**src/rtl/load_store_unit.sv**
```systemverilog
// load_store_unit
//
// Multi-cycle load/store stage that sits behind the ALU. The ALU result is
// the effective byte address and the second register operand is the store
// data. Each access runs one valid/ready transaction on the data-memory bus.
// A load result is size-extended and returned to writeback. The upstream
// pipeline is held with `stall` until the access finishes.
//
// Optional feature macro: LSU_MISALIGN_TRAP_EN
//   defined   : misaligned half/word accesses trap (FAULT state, misalign
//               pulse, no bus activity)
//   undefined : misaligned addresses are silently aligned and misalign is 0
//
// Ports
//   clk, rst_n        : clock, synchronous active-low reset
//   memReq            : current instruction is a load or store (held while stalled)
//   memWrite          : 1 = store, 0 = load
//   memSize           : 00 byte, 01 half, 10/11 word
//   memUnsigned       : zero-extend loads when 1, sign-extend when 0
//   ALUout            : effective byte address
//   regOp2            : store data (low bits used for byte/half)
//   stall             : freeze upstream pipeline
//   done              : one-cycle completion pulse
//   loadData          : extended load result, held between loads
//   misalign          : one-cycle fault pulse (trap build only)
//   busValid/busAddr/busWe/busWdata/busWstrb : request channel
//   busReady          : bus accepts the request
//   busRvalid/busRdata: read-data return channel

module load_store_unit #(
  parameter int DATAWIDTH = 32
) (
  input  logic                 clk,
  input  logic                 rst_n,
  input  logic                 memReq,
  input  logic                 memWrite,
  input  logic [1:0]           memSize,
  input  logic                 memUnsigned,
  input  logic [DATAWIDTH-1:0] ALUout,
  input  logic [DATAWIDTH-1:0] regOp2,
  output logic                 stall,
  output logic                 done,
  output logic [DATAWIDTH-1:0] loadData,
  output logic                 misalign,
  output logic                 busValid,
  output logic [DATAWIDTH-1:0] busAddr,
  output logic                 busWe,
  output logic [DATAWIDTH-1:0] busWdata,
  output logic [3:0]           busWstrb,
  input  logic                 busReady,
  input  logic                 busRvalid,
  input  logic [DATAWIDTH-1:0] busRdata
);

  typedef enum logic [2:0] {
    ST_IDLE,
    ST_REQ,
    ST_WAIT_R,
    ST_DONE
`ifdef LSU_MISALIGN_TRAP_EN
    , ST_FAULT
`endif
  } state_t;

  state_t                 state_q, state_d;
  logic [DATAWIDTH-1:0]   addr_q, addr_d;
  logic [DATAWIDTH-1:0]   wdata_q, wdata_d;
  logic [3:0]             wstrb_q, wstrb_d;
  logic                   we_q, we_d;
  logic [1:0]             size_q, size_d;
  logic                   unsigned_q, unsigned_d;
  logic [DATAWIDTH-1:0]   load_q, load_d;

  logic [3:0]             req_strb;
  logic [DATAWIDTH-1:0]   req_wdata;
  logic [7:0]             lane_b;
  logic [15:0]            lane_h;
  logic [DATAWIDTH-1:0]   load_ext;
`ifdef LSU_MISALIGN_TRAP_EN
  logic                   req_misaligned;
`endif

  // Strobe and lane-replicated write data for the incoming request. These are
  // computed from the live inputs and captured when IDLE accepts the request,
  // so the bus sees stable values for the whole REQ phase. A half access only
  // looks at addr[1] and a word access ignores addr[1:0], which is what
  // aligns misaligned addresses in the non-trapping build.
  always_comb begin
    req_strb  = 4'b0000;
    req_wdata = regOp2;
    if (memWrite) begin
      case (memSize)
        2'b00: begin
          req_strb  = 4'b0001 << ALUout[1:0];
          req_wdata = {4{regOp2[7:0]}};
        end
        2'b01: begin
          req_strb  = 4'b0011 << {ALUout[1], 1'b0};
          req_wdata = {2{regOp2[15:0]}};
        end
        default: begin
          req_strb  = 4'b1111;
          req_wdata = regOp2;
        end
      endcase
    end
  end

`ifdef LSU_MISALIGN_TRAP_EN
  // A half needs an even address, a word needs a 4-byte aligned address.
  always_comb begin
    req_misaligned = 1'b0;
    case (memSize)
      2'b00:   req_misaligned = 1'b0;
      2'b01:   req_misaligned = ALUout[0];
      default: req_misaligned = (ALUout[1:0] != 2'b00);
    endcase
  end
`endif

  // Lane selection and extension of the returned read word, using the
  // latched address and size of the access in flight.
  always_comb begin
    lane_b = busRdata[7:0];
    case (addr_q[1:0])
      2'b00: lane_b = busRdata[7:0];
      2'b01: lane_b = busRdata[15:8];
      2'b10: lane_b = busRdata[23:16];
      2'b11: lane_b = busRdata[31:24];
      default: lane_b = busRdata[7:0];
    endcase
    lane_h = addr_q[1] ? busRdata[31:16] : busRdata[15:0];
    case (size_q)
      2'b00:   load_ext = unsigned_q ? {24'b0, lane_b} : {{24{lane_b[7]}}, lane_b};
      2'b01:   load_ext = unsigned_q ? {16'b0, lane_h} : {{16{lane_h[15]}}, lane_h};
      default: load_ext = busRdata;
    endcase
  end

  // Next-state logic. Every register holds by default; IDLE captures the
  // request, REQ waits for the handshake, WAIT_R waits for read data and
  // updates the load result. DONE/FAULT last one cycle and ignore memReq,
  // which gives the one-cycle bubble between back-to-back accesses.
  always_comb begin
    state_d    = state_q;
    addr_d     = addr_q;
    wdata_d    = wdata_q;
    wstrb_d    = wstrb_q;
    we_d       = we_q;
    size_d     = size_q;
    unsigned_d = unsigned_q;
    load_d     = load_q;
    case (state_q)
      ST_IDLE: begin
        if (memReq) begin
          addr_d     = ALUout;
          wdata_d    = req_wdata;
          wstrb_d    = req_strb;
          we_d       = memWrite;
          size_d     = memSize;
          unsigned_d = memUnsigned;
`ifdef LSU_MISALIGN_TRAP_EN
          state_d    = req_misaligned ? ST_FAULT : ST_REQ;
`else
          state_d    = ST_REQ;
`endif
        end
      end
      ST_REQ: begin
        if (busReady) begin
          state_d = we_q ? ST_DONE : ST_WAIT_R;
        end
      end
      ST_WAIT_R: begin
        if (busRvalid) begin
          load_d  = load_ext;
          state_d = ST_DONE;
        end
      end
      ST_DONE: state_d = ST_IDLE;
`ifdef LSU_MISALIGN_TRAP_EN
      ST_FAULT: state_d = ST_IDLE;
`endif
      default: state_d = ST_IDLE;
    endcase
  end

  // State and datapath registers. Reset abandons any access in flight and
  // clears the latched request so all bus outputs read back as zero.
  always_ff @(posedge clk) begin
    if (!rst_n) begin
      state_q    <= ST_IDLE;
      addr_q     <= '0;
      wdata_q    <= '0;
      wstrb_q    <= 4'b0000;
      we_q       <= 1'b0;
      size_q     <= 2'b00;
      unsigned_q <= 1'b0;
      load_q     <= '0;
    end else begin
      state_q    <= state_d;
      addr_q     <= addr_d;
      wdata_q    <= wdata_d;
      wstrb_q    <= wstrb_d;
      we_q       <= we_d;
      size_q     <= size_d;
      unsigned_q <= unsigned_d;
      load_q     <= load_d;
    end
  end

  // Outputs. Bus fields are gated by REQ so they are zero whenever no request
  // is being presented. stall is combinational on memReq so the requesting
  // instruction is frozen in the very cycle it arrives.
  always_comb begin
    stall    = ((state_q == ST_IDLE) && memReq) ||
               (state_q == ST_REQ) || (state_q == ST_WAIT_R);
    busValid = (state_q == ST_REQ);
    busAddr  = busValid ? {addr_q[DATAWIDTH-1:2], 2'b00} : '0;
    busWe    = busValid && we_q;
    busWdata = busValid ? wdata_q : '0;
    busWstrb = busValid ? wstrb_q : 4'b0000;
    loadData = load_q;
`ifdef LSU_MISALIGN_TRAP_EN
    done     = (state_q == ST_DONE) || (state_q == ST_FAULT);
    misalign = (state_q == ST_FAULT);
`else
    done     = (state_q == ST_DONE);
    misalign = 1'b0;
`endif
  end

endmodule

```
**config.mk**
```make
export PLATFORM = sky130hd
export DESIGN_NAME = load_store_unit
export DESIGN_NICKNAME = d
export VERILOG_FILES = /design/src/rtl/load_store_unit.sv
export SDC_FILE = /design/constraint.sdc
export NUM_CORES = 1
export LEC_CHECK = 0
export CORE_MARGIN = 2
export CORE_UTILIZATION = 30
export CTS_CLUSTER_DIAMETER = 150
export DETAILED_ROUTE_END_ITERATION = 12
export SYNTH_ARGS = -nofsm -noshare
export SYNTH_HDL_FRONTEND = slang
export SYNTH_SLANG_ARGS = --single-unit
```
**constraint.sdc**
```tcl
create_clock -name clk -period 2.08 [get_ports clk]
set_input_delay 0.52 -clock clk [delete_from_list [all_inputs] [get_ports clk]]
set_output_delay 0.52 -clock clk [all_outputs]
set_load 0.02 [all_outputs]
```
# Yosys cells after proc, flatten, opt, wreduce, memory -nomap -nowiden
# Cells that the tools add are included.
# W data, S select, Z words.
[totals]
register_bits = 107
out_inout_bits = 105
word_cells = 49
in_bits = 105
[op_classes]
shift = 2
n_eq_ne = 11
muxes = 17
n_reduce_logical = 11
[ops]
columns = ["operator", "count"]
rows = [
  ["$mux W32", 5],
  ["$pmux W32 S2", 2],
  ["$pmux W8 S4", 1],
  ["$mux W16", 1],
  ["$mux W3", 3],
  ["$pmux W3 S3", 1],
  ["$mux W4", 2],
  ["$pmux W4 S2", 1],
  ["$eq A2 B1 Y1 const B", 3],
  ["$eq A3 B2 Y1 const B", 2],
  ["$logic_not A2 Y1", 3],
  ["$eq A2 B2 Y1 const B", 2],
  ["$ne A2 B2 Y1 const B", 2],
  ["$reduce_and A2 Y1", 2],
  ["$shl A1 B2 Y4 const A", 1],
  ["$shl A2 B2 Y4 const A", 1],
  ["$eq A3 B1 Y1 const B", 1],
  ["$logic_not A3 Y1", 1],
  ["$reduce_and A3 Y1", 1],
  ["$logic_and A1 B1 Y1", 2],
  ["$logic_or A1 B1 Y1", 2],
  ["$ne A2 B1 Y1 const B", 1],
  ["$mux W1", 1],
]

# Depth between registers and ports, before layout
[depth]
depth_word = 4
depth_mapped = 7
mapped_depth_nobuf = 6

# Least setup slack after synthesis
# OpenSTA, ideal clock, no wires.
[synth_timing]
kind = "reg-to-output"
startpoint = "register state_q[0]"
endpoint = "output stall"
path_buffers = 2
t_required_ns = 1.560
arrival_time_ns = 1.529
path_stages_with_launch = 7
slack_ns = 0.031
path_cell_list = "dfxtp_1 inv_1 ha_1 and2_1 clkbuf_1 clkbuf_1 or3_1"
[synth_between]
elab_chain_len = 4
word_cells_on_any_way = 6
classes_between = "eq/ne: 2; reduce/logical: 4"
[synth_rtl]
columns = ["item", "line", "source"]
rows = [
  ["start: declaration", "65", "state_t state_q, state_d;"],
  ["start signal: assignment", "201", "state_q <= state_d;"],
  ["$logic_not A3 Y1", "216", "stall = ((state_q == ST_IDLE) && memReq) ||"],
  ["$logic_and A1 B1 Y1", "216", ""],
  ["$logic_or A1 B1 Y1", "216", ""],
  ["$logic_or A1 B1 Y1 (*)", "217", "(state_q == ST_REQ) || (state_q == ST_WAIT_R);"],
  ["end: declaration", "41", "output logic stall,"],
]
# Mark *: on every way between the ends. The rest lies on a longest branch, timed or not.

# Worst setup path after layout
# Ends and elaborated chain as after synthesis.

==> out/summary.txt <==
Ant diodes: 0
Fin crit period: 2160 ps
Synth Register Bits: 106
Routed vias/inst: 4.97
CTS max path bufs: 2
Global-route wire length before repair: 27400 um
Total Nets Final: 946
Critical R2R Launch: state_q[0]$_SDFFE_PN0P_
DR WL/cell: 16.6 um
Top cells by area, synth: dfxtp_1 42%, and2_1 8.7%, nand2_1 8.7%
Die height: 134 um
DRT Pass-1 Iters: 7
Die Area: 18000 sq um
Starting Density: 30.7%
Syn_area_per_cell: 8.03 sq um
Mapped cell area: 5100 sq um
Via count: 5279
R2R cell count: 7
Top-area cell type share of the netlist area: 41.6%
CP Class: reg2out
Arrival @ worst endpoint: 1640 ps
Hold EP: loadData[0]$_SDFFE_PN0P_
Commonest non-fill, non-tap cells in the layout: 135 x clkdlybuf4s50_1, 117 x nand2_1, 104 x dfxtp_1
Share of cells above drive strength 1: 18.6%
Worst slew margin: 56.9%
Power per cell area: 976 nW/um^2
CTS Buf Count: 9
Gr ovfl total: 0
Vias in the first global route: 5159
GRT Total Usage: 19.1%
Data required time at the worst endpoint: 1560 ps
Seq/Total Area, Yosys: 41.6%
Fmax: 464 MHz
DRT antenna net count: 0
VDD IR max: 0.503 mV
Worst hold-check path type: reg2reg
Leakage: 0.00329 uW
Failing checks: negative setup slack
Status: finished, violations left
Nature of the critical path startpoint: flip-flop
Root buf cell: clkbuf_16
Fin Clk Skew: 9.09 ps
Initial antenna violation count: 0
Ports: 210
Final HPWL DP: 12500 um
Area leader, netlist: dfxtp_1
Post-route non-filler standard cell count: 1062
Cell Rows: 47
Final worst slack: -76.9 ps
Chip width: 134 um
Fillcell total: 1613
Sink Count: 106
# hold bufs at CTS: 0
Final-report hold violation count: 0
CTS tree: done
DRC viols: 0
Worst-margin pin slew: 646 ps
Most common cell after layout, fill and taps aside: clkdlybuf4s50_1
Core area: 16600 sq um
DP Cell Count: 1041
Unrepaired setup endpoints after global routing: true
Setup violators final: 1
CTS clk-pin slew, worst paths: 70 ps
Reg2Reg Setup Slack: 250 ps
Port Buffers: 206
Hold Startpoint: loadData[0]$_SDFFE_PN0P_
Cell count after synthesis: 635
Final wirelength: 17700 um
Final period util: 104%
Largest net degree at the start of global routing: 62
CP Max Fanout: 3
Post-place setup slack: -427 ps
Reg-to-Reg End: wstrb_q[1]$_SDFFE_PN0P_
Post-synth cell types: 37
Worst setup EP type: output pin
Max Cap Violations: 0
Final slew viol count: 0
H-tree depth: 3
YS warnings: 0
Clk_lat worst skew: 350 ps
Iter 0 DRT Violations: 379
Layout area overhead: 53.6%
Hold Path Depth: 2
RD Place Congestion: 0.927
==> worst max-delay path, cell delays in order (launching register included) <==
cell	delay, ps
dfxtp_4	360
inv_1	60
ha_1	220
and2_2	190
or3_1	300
buf_2	170
==> routing by layer <==
| metal | GRT usage (%) | routed length (um) |
|---|---|---|
| met4 | 5.91 | 354 |
| met5 | 0 | 0 |
| met1 | 23.8 | 7700 |
| met3 | 6.20 | 1430 |
| met2 | 31.3 | 8170 |
==> synthesized netlist by cell type, drive strengths merged <==
cell type    n
a221oi       1
o21bai       3
o21ai       66
or3b         1
a211oi       8
inv          9
a311oi       6
buf         11
nand2b       2
mux2i       20
a222oi       1
and2        71
o211a        8
o31ai        6
clkbuf      44
and3         1
a22oi        7
dfxtp      106
a2bb2oi      1
a21boi      46
nand3       16
o22a         1
or3          2
nand2      118
ha           4
a21oi       46
o22ai        1
nor3b        1
nor2b       13
a22o         1
conb         1
a21o         7
nor2         6
==> metrics by stage <==
step	hold slack [ps]	util [%]	setup TNS, ps	power [uW]	area (sq um)
CTS	463	45.9	-170	7620	7620
global placement	440	45.3	-11610	5630	7520
floorplan	435	-	0	4300	5100
detailed placement	449	45.3	-14700	5700	7520
finish	461	47.2	-76.9	7640	7830
global route	482	47.2	-149	8120	7830
==> sequential cells by signal (all words and copies together), names as in the netlist <==
name,flops
loadData,32
addr_q,32
we_q,1
wdata_q,32
state_q,2
wstrb_q,4
size_q,2
unsigned_q,1
==> worst max-delay path by stage <==
stage	from	endpoint	slack, ps	depth (start not counted)
after floorplan	state_q[0]$_SDFFE_PN0P_	stall	30	6
after global placement	memReq	stall	-440	4
after detailed placement	memReq	stall	-430	4
after CTS	state_q[0]$_SDFFE_PN0P_	stall	-100	5
after global routing	state_q[0]$_SDFFE_PN0P_	stall	-140	5
final	state_q[0]$_SDFFE_PN0P_	stall	-80	5
==> logic make-up (layout without fill, tap and decap cells) <==
family / count (synthesis) / in the layout / share of synthesized area, %
buffers and inverters: 64 / 269 / 5.28
other: 1 / 3 / 0.0736
and+or+nand+nor: 231 / 231 / 21.9
muxes: 20 / 20 / 3.93
AOI/OAI and AO/OA: 209 / 209 / 26.1
adders and majority gates: 4 / 4 / 0.982
DFF: 106 / 106 / 41.6
==> where the power goes <==
part / switching [uW] / total (uW) / internal [uW]
Clock: 765 / 1770 / 1010
Combinational: 1750 / 3200 / 1450
Sequential: 230 / 2670 / 2440
Total: 2740 / 7640 / 4890
==> cell type report <==
cell class,count,area [sq um],area share (%)
clock buffer,13,260,3.33
clock inverter,3,47.5,0.608
inverter,9,33.8,0.432
multi-input combinational,467,2800,35.7
sequential,106,2130,27.2
tap,220,275,3.52
timing repair buffer,244,2290,29.2
==> repair_timing <==
action	in CTS	in global routing
resized for setup	284	88
pin swaps	1	0
setup endpoints to repair	70	69
hold endpoints to repair	0	0
gates cloned	1	2
setup buffers	4	1
No activity file was read; power rests on OpenSTA's default activity.
